--- config.mk ---
export PLATFORM = sky130hd
export DESIGN_NAME = cpa_resolve_pipe
export DESIGN_NICKNAME = d
export VERILOG_FILES = /design/src/rtl/cpa_resolve_pipe.sv
export SDC_FILE = /design/constraint.sdc
export NUM_CORES = 1
export LEC_CHECK = 0
export ABC_CLOCK_PERIOD_IN_PS = 2350
export BUFFER_PORTS_ARGS = -buffer_cell sky130_fd_sc_hd__buf_2
export CAP_MARGIN = 30
export CORE_UTILIZATION = 52
export DETAILED_ROUTE_END_ITERATION = 8
export PLACE_DENSITY = 0.78
export SYNTH_ARGS = -nofsm -noshare
export SYNTH_HDL_FRONTEND = slang
export SYNTH_SLANG_ARGS = --single-unit
--- constraint.sdc ---
create_clock -name clk -period 2.35 [get_ports clk]
set_input_delay 0.1175 -clock clk [delete_from_list [all_inputs] [get_ports clk]]
set_output_delay 0.1175 -clock clk [all_outputs]
set_load 0.03 [all_outputs]
--- src/rtl/cpa_resolve_pipe.sv ---
// Two-stage split carry-propagate adder: resolves a (sum, cout) redundant pair into
// one signed value with valid/ready flow control and a per-row last flag.
// Optional build macro CPA_SAT_EN: saturate out-of-range results instead of wrapping.
module cpa_resolve_pipe #(
  parameter int IN_W    = 11,
  parameter int OUT_W   = 13,
  parameter int BLK_LEN = 8
) (
  input  logic             clk,
  input  logic             rst,
  input  logic             in_valid,
  output logic             in_ready,
  input  logic [IN_W-1:0]  in_sum,
  input  logic [IN_W-1:0]  in_cout,
  output logic             out_valid,
  input  logic             out_ready,
  output logic [OUT_W-1:0] out_data,
  output logic             out_last,
  output logic             ovf
);

  localparam int FULL_W = IN_W + 2;
  localparam int LO_W   = FULL_W / 2;
  localparam int HI_W   = FULL_W - LO_W;
  localparam int CNT_W  = (BLK_LEN > 1) ? $clog2(BLK_LEN) : 1;

  // Handshake: a beat moves on a rising edge where valid and ready are both high.
  // in_ready depends combinationally on out_ready only; all other outputs are registered.
  logic              s1_v_q, s1_v_d;
  logic [LO_W-1:0]   lo_q, lo_d;
  logic              c_q, c_d;
  logic [HI_W-1:0]   hi_a_q, hi_a_d, hi_b_q, hi_b_d;
  logic              s2_v_q, s2_v_d;
  logic [FULL_W-1:0] r_q, r_d;
  logic [CNT_W-1:0]  cnt_q, cnt_d;
  logic              ovf_q, ovf_d;

  logic              adv1, adv2, accept, out_fire;
  logic [FULL_W-1:0] op_a, op_b;
  logic [LO_W:0]     lo_sum;
  logic [HI_W-1:0]   hi_sum;
  logic              r_oor;

  // Carry vector has weight 2, so it is shifted left by one after sign extension.
  assign op_a   = {{2{in_sum[IN_W-1]}}, in_sum};
  assign op_b   = {in_cout[IN_W-1], in_cout, 1'b0};
  assign lo_sum = {1'b0, op_a[LO_W-1:0]} + {1'b0, op_b[LO_W-1:0]};
  assign hi_sum = hi_a_q + hi_b_q + {{(HI_W-1){1'b0}}, c_q};

  generate
    if (OUT_W < FULL_W) begin : g_narrow
      logic [FULL_W-OUT_W:0] top;
      logic                  fits;
      assign top   = r_q[FULL_W-1:OUT_W-1];
      assign fits  = (&top) | (~|top);
      assign r_oor = !fits;
`ifdef CPA_SAT_EN
      assign out_data = fits ? r_q[OUT_W-1:0] :
                        (r_q[FULL_W-1] ? {1'b1, {(OUT_W-1){1'b0}}} : {1'b0, {(OUT_W-1){1'b1}}});
`else
      assign out_data = r_q[OUT_W-1:0];
`endif
    end else begin : g_wide
      assign r_oor    = 1'b0;
      assign out_data = OUT_W'($signed(r_q));
    end
  endgenerate

  assign out_valid = s2_v_q;
  assign out_last  = s2_v_q && (cnt_q == CNT_W'(BLK_LEN - 1));
  assign ovf       = ovf_q;

  always_comb begin
    adv2     = !s2_v_q || out_ready;
    adv1     = !s1_v_q || adv2;
    in_ready = adv1;
    accept   = in_valid && adv1;
    out_fire = s2_v_q && out_ready;

    s1_v_d = adv1 ? in_valid : s1_v_q;
    lo_d   = lo_q;
    c_d    = c_q;
    hi_a_d = hi_a_q;
    hi_b_d = hi_b_q;
    if (accept) begin
      lo_d   = lo_sum[LO_W-1:0];
      c_d    = lo_sum[LO_W];
      hi_a_d = op_a[FULL_W-1:LO_W];
      hi_b_d = op_b[FULL_W-1:LO_W];
    end

    s2_v_d = adv2 ? s1_v_q : s2_v_q;
    r_d    = r_q;
    if (adv2 && s1_v_q) r_d = {hi_sum, lo_q};

    cnt_d = cnt_q;
    ovf_d = ovf_q;
    if (out_fire) begin
      cnt_d = (cnt_q == CNT_W'(BLK_LEN - 1)) ? '0 : cnt_q + 1'b1;
      if (r_oor) ovf_d = 1'b1;
    end
  end

  always_ff @(posedge clk) begin
    if (rst) begin
      s1_v_q <= 1'b0;
      lo_q   <= '0;
      c_q    <= 1'b0;
      hi_a_q <= '0;
      hi_b_q <= '0;
      s2_v_q <= 1'b0;
      r_q    <= '0;
      cnt_q  <= '0;
      ovf_q  <= 1'b0;
    end else begin
      s1_v_q <= s1_v_d;
      lo_q   <= lo_d;
      c_q    <= c_d;
      hi_a_q <= hi_a_d;
      hi_b_q <= hi_b_d;
      s2_v_q <= s2_v_d;
      r_q    <= r_d;
      cnt_q  <= cnt_d;
      ovf_q  <= ovf_d;
    end
  end

endmodule

# == Word-level counts from Yosys, hierarchy flattened ==
# Cells that the tools add are included.
# totals
register_bits,36
inputBits,26
output_inout_bits,17
word_cells,22
# op_classes
addsub,4
n_eq_ne,1
n_mux,1
reduce_logical,8
# ops
operator,count
5-bit by 6-bit adder with 7-bit output,1
6-bit by 6-bit adder with 7-bit output,1
7-bit by 1-bit adder with 7-bit output,1
1-bit logical AND,4
"3-bit by 1-bit adder with 3-bit output, second input constant",1
"3-bit == test, second input constant",1
3-bit 2-to-1 mux,1
1-bit logical NOT,2
1-bit logical OR,2

# == Logic depth before layout (Yosys ltp) ==
# Gate-level depths: netlist (run 1).
# logic_depth
depth_word,4
depth_mapped,7

# == Least setup slack after synthesis (run 1) ==
# No wires, ideal clock.
# synth_path
path_kind,flip-flop to flip-flop
start,register c_q
end,"register r_q[12], in the netlist out_data[12]"
arrival_ns,1.866
slack_ns,0.396
path_stages_with_launch,8
n_path_buf,0
cell_sequence,dfxtp_1 fa_1 inv_1 fa_1 nand2b_2 a21oi_1 or4b_4 a311oi_2
# synth_between
elab_chain_cells,1
# synth_rtl
element,line,source
"start, declared",31,"logic c_q, c_d;"
"start signal, assigned",108,c_q <= 1'b0;
"start signal, assigned",118,c_q <= c_d;
7-bit by 1-bit adder with 7-bit output,48,"assign hi_sum = hi_a_q + hi_b_q + {{(HI_W-1){1'b0}}, c_q};"
"end signal, assigned",122,r_q <= r_d;
"end, declared",34,"logic [FULL_W-1:0] r_q, r_d;"
# No other way between the ends.
# A chain may end at the register's enable or synchronous reset.

# == Worst setup path in the final report (run 1) ==
# Ends and elaborated chain as after synthesis.

==> flow_metrics.py, run 1 <==
metrics = {
    "placed_design": {
        "gp_congestion": 0.839,
        "dpl.hpwl_um": 2290,
        "port_buffers": 41,
    },
    "die": {
        "die_h_um": 59.7,
        "core_area_um2": 3100,
        "start_util_pct": 55.8,
        "die-area_um2": 3560,
        "die_w_um": 59.7,
        "std_cell_rows": 20,
        "ios": 43,
    },
    "timing": {
        "finalCritPeriodShare_pct": 87.0,
        "finalHoldViolCount": 0,
        "rsz0062_at_grt": "no",
        "finalClockSkew_ps": 7.49,
        "finalSetupTns_ps": 0,
        "slew_headroom_pct": 50.3,
        "max_freq_ghz": 0.489,
        "post-route-min-period_ps": 2040,
        "slew_violations": 0,
        "worst_pin_slew_ps": 746,
        "setup_violations": 0,
        "hold_ws_ps": 16.0,
    },
    "clock_network": {
        "clk_pin_slew_ps": 110,
        "cts.sink_count": 36,
        "clock_path_buffers": 2,
        "post_cts_buffers": 0,
        "cts_tree": "built",
        "postCtsResizedCells": 0,
        "cts_max_level": 2,
        "cts_root_buf": "clkbuf_4",
        "clk_latency_ps": 350,
        "cts_buffers": 5,
    },
    "drt": {
        "first_pass_iters": 4,
        "ant_nets": 0,
        "wire_per_inst_um": 11.2,
        "routed_wirelength_um": 3310,
        "viasPerCell": 5.18,
        "route.detailed.drc": 0,
        "drt_iter0_markers": 61,
        "vias": 1529,
    },
    "critical_path": {
        "crit_path_top_delay_cell": "or4b_4",
        "rrSetupSlack_ps": 310,
        "crit_cells": 7,
        "worst-path-buf-inv": 1,
        "crit_arrival_ps": 2300,
        "start_kind": "flip-flop",
        "crit_path_end_kind": "flip-flop",
        "crit_family": "adder cells",
        "worstSetupEndpoint": "out_data[12]$_SDFFE_PP0P_",
        "crit_fanout": 3,
        "crit_path_frequent_cell": "fa_1",
        "r2r_end": "out_data[12]$_SDFFE_PP0P_",
        "critPathLaunch": "c_q$_SDFFE_PP0P_",
        "worstPathRequired_ps": 2610,
        "crit_chain": "fa_1 -> inv_1 -> fa_1 -> nand2b_2 -> a21oi_1 -> or4b_4 -> a311oi_2",
        "r2r_cells": 7,
        "r2r_start": "c_q$_SDFFE_PP0P_",
        "path_class": "reg -> reg",
        "cpPeakStageDelay_ps": 480,
    },
    "cells_and_area": {
        "ff_latch_area_um2": 721,
        "multi_input_area_um2": 933,
        "area_growth_pct": 22.1,
        "nets": 291,
        "drive_gt1_share_pct": 22.7,
        "diodes": 0,
        "fill_cells": 281,
    },
    "global_route": {
        "grt_max_degree": 44,
        "grt_usage_pct": 20.7,
        "antenna_found_initial": 0,
        "grt-ovfl-total": 0,
        "grt_pass1_vias": 1229,
        "grt_pass1_wl_um": 5400,
    },
    "pwr": {
        "ir_drop_mv": 0.416,
        "cellPowerDensity_nw_per_um2": 619,
        "p_leak_uw": 0.000935,
    },
    "synth": {
        "synth_commonest_cells": "nand2_1, dfxtp_1, a21oi_1, ha_1, nor2_1",
        "synth_top_area_share_pct": 41.6,
        "synthArstFlopShare_pct": 0,
        "yosysUniqueCellTypes": 39,
        "yosysSeqAreaShare_pct": 41.6,
        "synth_cells": 203,
        "ys_ff_latch": 36,
        "avgSynthCellArea_um2": 8.52,
        "synth_area_um2": 1730,
        "synth_area_leaders": "dfxtp_1, nand2_1, a21oi_1, ha_1, fa_1",
        "yosys_warnings": 0,
        "yosysMostFrequentCell": "nand2_1",
        "synth_ff_type": "dfxtp_1",
        "syn-num-nets": 244,
        "synth_edf_count": 0,
        "synth_area_leader_cell": "dfxtp_1",
    },
    "hold_path": {
        "hp-class": "in -> reg",
    },
    "run_status": {
        "outcome": "completed",
    },
    "run": {
        "maxCapViolations": 0,
    },
}
-- through the flow --
step	instance area [um^2]	utilization (%)	cells	total power (uW)	setup WS [ps]
after CTS	2110	68.1	295	1320	298
after global routing	2110	68.1	295	1390	202
final	2110	68.1	295	1310	307
after global placement	1930	62.3	277	874	350
after detailed placement	1930	62.3	277	878	323
after floorplan	1730	-	203	824	396
-- per-layer routing --
| layer | global-route usage (%) | vias up | part of all wire [%] | wire length [um] |
|---|---|---|---|---|
| li1 | - | 794 | - | - |
| met1 | 28.4 | 678 | 48 | 1590 |
| met2 | 29.2 | 49 | 45 | 1480 |
| met3 | 6.71 | 8 | 5.3 | 177 |
| met4 | 9.63 | 0 | 2.1 | 71 |
| met5 | 0 | - | 0 | 0 |
-- logic make-up after synthesis --
logic type	count (synthesis)	share of synthesized area [%]
flip-flops	36	41.6
buffers and inverters	16	4.41
other	1	0.217
adder cells (fa/ha/maj)	15	12.1
AO/OA/AOI/OAI	50	17.7
XOR/XNOR	1	0.506
AND/OR/NAND/NOR	84	23.4
-- final cells by class --
class / count / share of cell area [%]
Clock buffer: 5 / 1.78
Sequential cell: 36 / 34.1
Multi-Input combinational cell: 151 / 44.2
Tap cell: 44 / 2.61
Clock inverter: 3 / 2.01
Timing Repair Buffer: 51 / 14.4
Inverter: 5 / 0.888
-- worst min-delay path by stage --
stage,startpoint,to,slack [ps],depth (start not counted)
after floorplan,in_valid,s1_v_q$_SDFFE_PP0N_,250,2
after global placement,in_cout[9],hi_b_q[4]$_SDFFE_PP0P_,360,3
after detailed placement,in_sum[0],lo_q[0]$_SDFFE_PP0P_,360,3
after CTS,in_sum[6],hi_a_q[0]$_SDFFE_PP0P_,0.9,3
after global routing,in_valid,s1_v_q$_SDFFE_PP0N_,5,3
final,in_sum[6],hi_a_q[0]$_SDFFE_PP0P_,20,3
-- registers in the layout, summed over array words and instances (netlist names) --
| register | flops |
|---|---|
| cnt_q | 3 |
| c_q | 1 |
| s1_v_q | 1 |
| lo_q | 6 |
| hi_b_q | 6 |
| out_valid | 1 |
| hi_a_q | 5 |
| out_data | 13 |
-- worst register-to-register path: stages, from the launching register on --
cell      delay [ps]
dfxtp_1          340
fa_1             440
inv_1             90
fa_1             200
nand2b_2         130
a21oi_1           70
or4b_4           480
a311oi_2         220
-- where the power goes --
part / total [uW] / internal (uW) / switching (uW)
Combinational: 213 / 91.0 / 122
Sequential: 664 / 644 / 20.5
Clock: 430 / 222 / 209
-- placed cells by master, fill, tap and decap left out, types with 2 or more instances in the layout --
master,n
a211oi_1,4
a21o_1,3
a21oi_1,32
and2_1,2
buf_2,41
clkbuf_4,5
dfxtp_1,36
dlygate4sd3_1,10
fa_1,3
ha_1,12
inv_1,5
nand2_1,48
nand2b_1,3
nand3_1,5
nand3b_1,3
nand4b_1,2
nor2_1,9
nor3b_1,2
o21ai_0,3
or4_1,2
-- timing repair --
action	in CTS	in global routing
hold buffers	10	0
hold endpoints to repair	10	0
setup endpoints to repair	0	0
No activity file was read; power rests on OpenSTA's default activity.
==> run 2: changes to the inputs <==
ABC_AREA = 1   (was not set)
CORE_MARGIN = 1.5   (was not set)
==> run 2 against run 1 <==
Effect of this change:
- sequential cell count stayed put
- register-to-register slack better by 380 ps
- cell area shrank 4.3%
- die area increased by 3.1%
==> flow_metrics.py, run 2 <==
metrics = {
    "critical_path": {
        "crit_family": "adder cells",
        "rrSetupSlack_ps": 680,
        "path_class": "reg -> reg",
        "worstPathRequired_ps": 2600,
        "crit_fanout": 2,
        "worst-path-buf-inv": 3,
        "start_kind": "flip-flop",
        "cpPeakStageDelay_ps": 440,
        "crit_chain": "fa_1 -> inv_1 -> fa_1 -> inv_1 -> nand3_1 -> nand2_1 -> xor2_1 -> o21ai_0 -> inv_1",
        "crit_arrival_ps": 1910,
        "crit_path_top_delay_cell": "fa_1",
        "crit_path_frequent_cell": "inv_1",
        "crit_path_end_kind": "flip-flop",
    },
    "placed_design": {
        "port_buffers": 41,
        "place_area_um2": 1910,
        "dpl.hpwl_um": 2360,
        "place_ws_ps": 693,
        "gp_congestion": 0.832,
    },
    "cells_and_area": {
        "drive_gt1_share_pct": 21.5,
        "final_cell_mix": "nor2_1, buf_2, dfxtp_1, o21ai_0, nand2_1",
        "post-route-util_pct": 65.2,
        "layout_commonest_cell": "nor2_1",
        "area_growth_pct": 17.2,
        "largest_reg_flops": 13,
        "diodes": 0,
        "fill_cells": 311,
        "final_area_um2": 2020,
        "nets": 300,
    },
    "synth": {
        "synth_ff_type": "dfxtp_1",
        "avgSynthCellArea_um2": 7.91,
        "synth_commonest_cells": "nor2_1, dfxtp_1, o21ai_0, nand2_1, a21oi_1",
        "yosysUniqueCellTypes": 30,
        "synth_area_leader_cell": "dfxtp_1",
        "ys_ff_latch": 36,
        "yosysSeqAreaShare_pct": 41.8,
        "syn-num-nets": 259,
        "synth_area_um2": 1730,
        "yosys_warnings": 0,
        "synth_area_leaders": "dfxtp_1, nor2_1, ha_1, o21ai_0, a21oi_1",
        "synth_top_area_share_pct": 41.8,
        "synth_cells": 218,
        "synthArstFlopShare_pct": 0,
        "yosysMostFrequentCell": "nor2_1",
        "synth_edf_count": 0,
    },
    "die": {
        "ios": 43,
        "core_area_um2": 3100,
        "die_h_um": 60.6,
        "std_cell_rows": 20,
        "die-area_um2": 3670,
        "start_util_pct": 55.6,
        "die_w_um": 60.6,
    },
    "timing": {
        "slew_violations": 0,
        "setup_violations": 0,
        "finalClockSkew_ps": 4.44,
        "finalHoldViolCount": 0,
        "worst_slack_ps": 683,
        "post-route-min-period_ps": 1670,
        "max_freq_ghz": 0.600,
        "rsz0062_at_grt": "no",
        "finalCritPeriodShare_pct": 70.9,
        "finalSetupTns_ps": 0,
    },
    "global_route": {
        "antenna_found_initial": 0,
        "grt_usage_pct": 19.7,
        "grt_pass1_wl_um": 5310,
        "grt_pass1_vias": 1219,
        "grt_max_degree": 29,
        "grt-ovfl-total": 0,
    },
    "clock_network": {
        "postCtsResizedCells": 0,
        "clk_latency_ps": 340,
        "clock_path_buffers": 2,
        "cts_root_buf": "clkbuf_4",
        "cts_tree": "built",
        "clk_pin_slew_ps": 110,
        "cts_max_level": 2,
        "cts.sink_count": 36,
        "cts_buffers": 5,
        "post_cts_buffers": 0,
    },
    "drt": {
        "vias": 1488,
        "first_pass_iters": 4,
        "route.detailed.drc": 0,
        "ant_nets": 0,
        "routed_wirelength_um": 3290,
        "wire_per_inst_um": 10.8,
        "drt_iter0_markers": 40,
        "viasPerCell": 4.89,
    },
    "pwr": {
        "p_leak_uw": 0.00103,
        "ir_drop_mv": 0.397,
        "cellPowerDensity_nw_per_um2": 706,
        "total_power_uw": 1430,
    },
    "hold_path": {
        "hp-class": "in -> reg",
    },
    "run": {
        "maxCapViolations": 0,
    },
    "run_status": {
        "outcome": "completed",
    },
}
==> run 2: changes by cell type after synthesis, sizes merged, moves of 4 or more <==
cell | before | now
nor2 | 9 | 52
nand2 | 49 | 21
o21ai | 4 | 31
a21oi | 32 | 18
inv | 5 | 17
a211oi | 5 | 0
a21o | 4 | 0
nand2b | 4 | 0
nand3 | 5 | 9
==> run 2: what timing repair did <==
action                                  CTS  global route
endpoints found under the setup margin    0             0
endpoints found under the hold margin     2             0
hold buffers                              2             0
==> run 2: where the power goes <==
part | switching [uW] | internal [uW]
Sequential | 23.8 | 655
Clock | 208 | 282
Combinational | 160 | 98.0
Total | 391 | 1040
==> run 2: final timing paths <==
path / from / end / cells after the start
max reg2reg: c_q$_SDFFE_PP0P_ / out_data[10]$_SDFFE_PP0P_ / 9
min reg2reg: out_data[12]$_SDFFE_PP0P_ / out_data[12]$_SDFFE_PP0P_ / 2
min: in_sum[8] / hi_a_q[2]$_SDFFE_PP0P_ / 3
max: c_q$_SDFFE_PP0P_ / out_data[10]$_SDFFE_PP0P_ / 9
==> run 2: layout make-up <==
cell class                 count  area [um^2]  area share (%)
clock buffer                   7         65.1            3.22
clock inverter                 1         30.0            1.49
inverter                      18         68.8            3.40
multi-input combinational    155          857            42.4
sequential                    36          721            35.6
tap                           44         55.1            2.72
timing repair buffer          43          225            11.1
==> run 2: kinds of logic after synthesis <==
family,share of synthesized area [%]
adder cells (fa/ha/maj),12.2
other,0.217
flip-flops,41.8
XOR/XNOR,2.03
AO/OA/AOI/OAI,15.1
AND/OR/NAND/NOR,20.2
buffers and inverters,8.56
==> run 2: tightest hold or removal path, delay by kind of cell <==
| family | cells | cell delay, ps |
|---|---|---|
| simple gates | 1 | 70 |
| compound gates | 1 | 60 |
| buf+inv | 1 | 80 |
==> run 2: per-layer routing <==
layer | share of wire (%) | vias up | GRT usage (%)
met5 | 0 | - | 0
met4 | 1.7 | 0 | 8.39
met1 | 49 | 661 | 24.9
li1 | - | 793 | -
met3 | 4.0 | 5 | 5.97
met2 | 45 | 29 | 31.2
==> run 2: metrics by stage <==
step | instances | hold slack, ps
global route | 304 | 11.1
floorplan | 218 | 251
finish | 304 | 10.6
global placement | 294 | 357
detailed placement | 294 | 361
CTS | 304 | 0.538
==> run 3: changes to the inputs <==
ABC_CLOCK_PERIOD_IN_PS = 1500   (was 2350)
CORE_UTILIZATION = 47   (was 52)
PLACE_DENSITY = 0.75   (was 0.78)
clock period = 1.5 ns   (was 2.35 ns; I/O delays follow)
==> run 3 against run 2 <==
Effect of this change:
- the flow now finishes with violations (negative setup slack)
- final cell count grew 5.3%
- die area grew 10%
- register-to-register slack lost 760 ps
- first-iteration DRC count grew 88%
- power grew 44%
- critical path depth is the same
- sequential power grew 56%
- sequential cell count is the same
- highest routed layer unchanged
- count of clock-buffer cells in the layout grew 1
- critical endpoint unchanged
==> flow_metrics.py, run 3 (same netlist as run 2, synthesis figures left out) <==
metrics = {
    "clock_network": {
        "cts.sink_count": 36,
        "cts_tree": "built",
        "clk_pin_slew_ps": 110,
        "clock_path_buffers": 2,
        "cts_buffers": 5,
        "clk_latency_ps": 350,
        "cts_max_level": 2,
        "cts_root_buf": "clkbuf_4",
    },
    "cells_and_area": {
        "nets": 314,
        "largest_reg_flops": 13,
        "drive_gt1_share_pct": 25.5,
        "final_cells": 320,
        "ff_latch_area_um2": 726,
        "multi_input_area_um2": 872,
        "layout_commonest_cell": "nor2_1",
        "fill_cells": 331,
        "final_area_um2": 2140,
        "final_cell_mix": "nor2_1, buf_2, dfxtp_1, o21ai_0, nand2_1",
        "area_growth_pct": 23.9,
        "diodes": 0,
    },
    "placed_design": {
        "dpl.hpwl_um": 2340,
        "place_inst": 299,
        "gp_congestion": 0.806,
        "port_buffers": 41,
        "place_area_um2": 1940,
    },
    "pwr": {
        "ir_drop_mv": 0.587,
        "p_leak_uw": 0.00106,
        "netSwitchingPower_uw": 616,
        "combPwrFrac_pct": 21.5,
        "cellPowerDensity_nw_per_um2": 962,
        "p_int_uw": 1440,
        "p_sw_share_pct": 29.9,
        "pwr-share-seq_pct": 51.8,
        "p_clk_share_pct": 26.7,
    },
    "timing": {
        "rsz0062_at_grt": "yes",
        "worst_slack_ps": -79.1,
        "max_freq_ghz": 0.633,
        "finalCritPeriodShare_pct": 105,
        "setup_violations": 3,
        "post-route-min-period_ps": 1580,
        "finalHoldViolCount": 0,
        "finalClockSkew_ps": 11.0,
        "slew_violations": 0,
    },
    "die": {
        "die_w_um": 63.6,
        "ios": 43,
        "std_cell_rows": 21,
        "start_util_pct": 50.5,
        "die_h_um": 63.6,
        "core_area_um2": 3420,
        "die-area_um2": 4040,
    },
    "hold_path": {
        "hp-class": "in -> reg",
    },
    "drt": {
        "routed_wirelength_um": 3500,
        "vias": 1520,
        "route.detailed.drc": 0,
        "ant_nets": 0,
        "first_pass_iters": 4,
        "drt_iter0_markers": 75,
        "wire_per_inst_um": 10.9,
        "viasPerCell": 4.75,
    },
    "critical_path": {
        "worstPathRequired_ps": 1760,
        "crit_arrival_ps": 1840,
        "cpPeakStageDelay_ps": 400,
        "crit_path_top_delay_cell": "fa_2",
        "crit_chain": "fa_2 -> inv_2 -> fa_2 -> inv_2 -> nand3_2 -> nand2_2 -> xor2_1 -> o21ai_1 -> inv_1",
        "start_kind": "flip-flop",
        "crit_path_end_kind": "flip-flop",
        "crit_fanout": 2,
        "path_class": "reg -> reg",
    },
    "global_route": {
        "grt_max_degree": 29,
        "antenna_found_initial": 0,
        "grt_pass1_wl_um": 6020,
        "grt_usage_pct": 19.3,
        "grt-ovfl-total": 0,
        "grt_pass1_vias": 1399,
    },
    "run": {
        "maxCapViolations": 0,
    },
    "run_status": {
        "outcome": "complete, but fails checks",
        "failed_checks": "negative setup slack",
    },
}
[run 3: power by group through the flow]
stage | Sequential [uW] | Combinational, uW | Clock, uW
finish | 1060 | 443 | 549
global route | 1080 | 500 | 611
CTS | 1060 | 442 | 554
detailed placement | 1090 | 409 | 0
global placement | 1080 | 401 | 0
floorplan | 1130 | 257 | 0
[run 3: metal layers]
layer / up-vias / track usage (%) / part of all wire (%)
met4: 0 / 6.52 / 1.6
met1: 661 / 22.2 / 45
met5: - / 0 / 0
met3: 6 / 5.36 / 5.1
li1: 811 / - / -
met2: 42 / 34.1 / 48
[run 3: area by class of cell]
| type | count | area share (%) |
|---|---|---|
| timing repair buffer | 57 | 16.6 |
| tap | 46 | 2.69 |
| inverter | 18 | 3.22 |
| sequential | 36 | 33.9 |
| clock buffer | 8 | 2.75 |
| multi-input combinational | 155 | 40.8 |
[run 3: repair_timing]
item,in CTS,in global routing
buffers inserted,2,0
hold buffers,11,0
endpoints found under the setup margin,2,6
gates resized for setup,5,5
pin swaps,4,2
hold endpoints to repair,11,0
[run 3: through the flow]
stage               power (uW)  hold WS (ps)  worst slack, ps  setup TNS, ps  utilization [%]
CTS                       2060          12.8            -53.3           -111             62.4
finish                    2060          9.88            -79.1           -168             62.6
global route              2190          6.16             -165           -631             62.6
global placement          1480           314            -46.7          -84.8             56.7
floorplan                 1390           209            -5.16          -5.16                -
detailed placement        1490           325            -71.4           -133             56.7
[run 3: final timing paths]
kind | cells after the start | slack, ps | from | endpoint
max | 9 | -80 | hi_b_q[0]$_SDFFE_PP0P_ | out_data[10]$_SDFFE_PP0P_
min | 2 | 10 | rst | out_data[12]$_SDFFE_PP0P_
max reg2reg | 9 | -80 | hi_b_q[0]$_SDFFE_PP0P_ | out_data[10]$_SDFFE_PP0P_
min reg2reg | 2 | 450 | lo_q[5]$_SDFFE_PP0P_ | out_data[5]$_SDFFE_PP0P_
[run 3: worst max-delay path, delay by kind of cell, from the launching register on]
kind	cells	cell delay (ps)
XOR/XNOR	1	150
buffers and inverters	3	140
AO/OA/AOI/OAI	1	130
adder cells (fa/ha/maj)	2	600
AND/OR/NAND/NOR	2	110
flip-flops	1	340
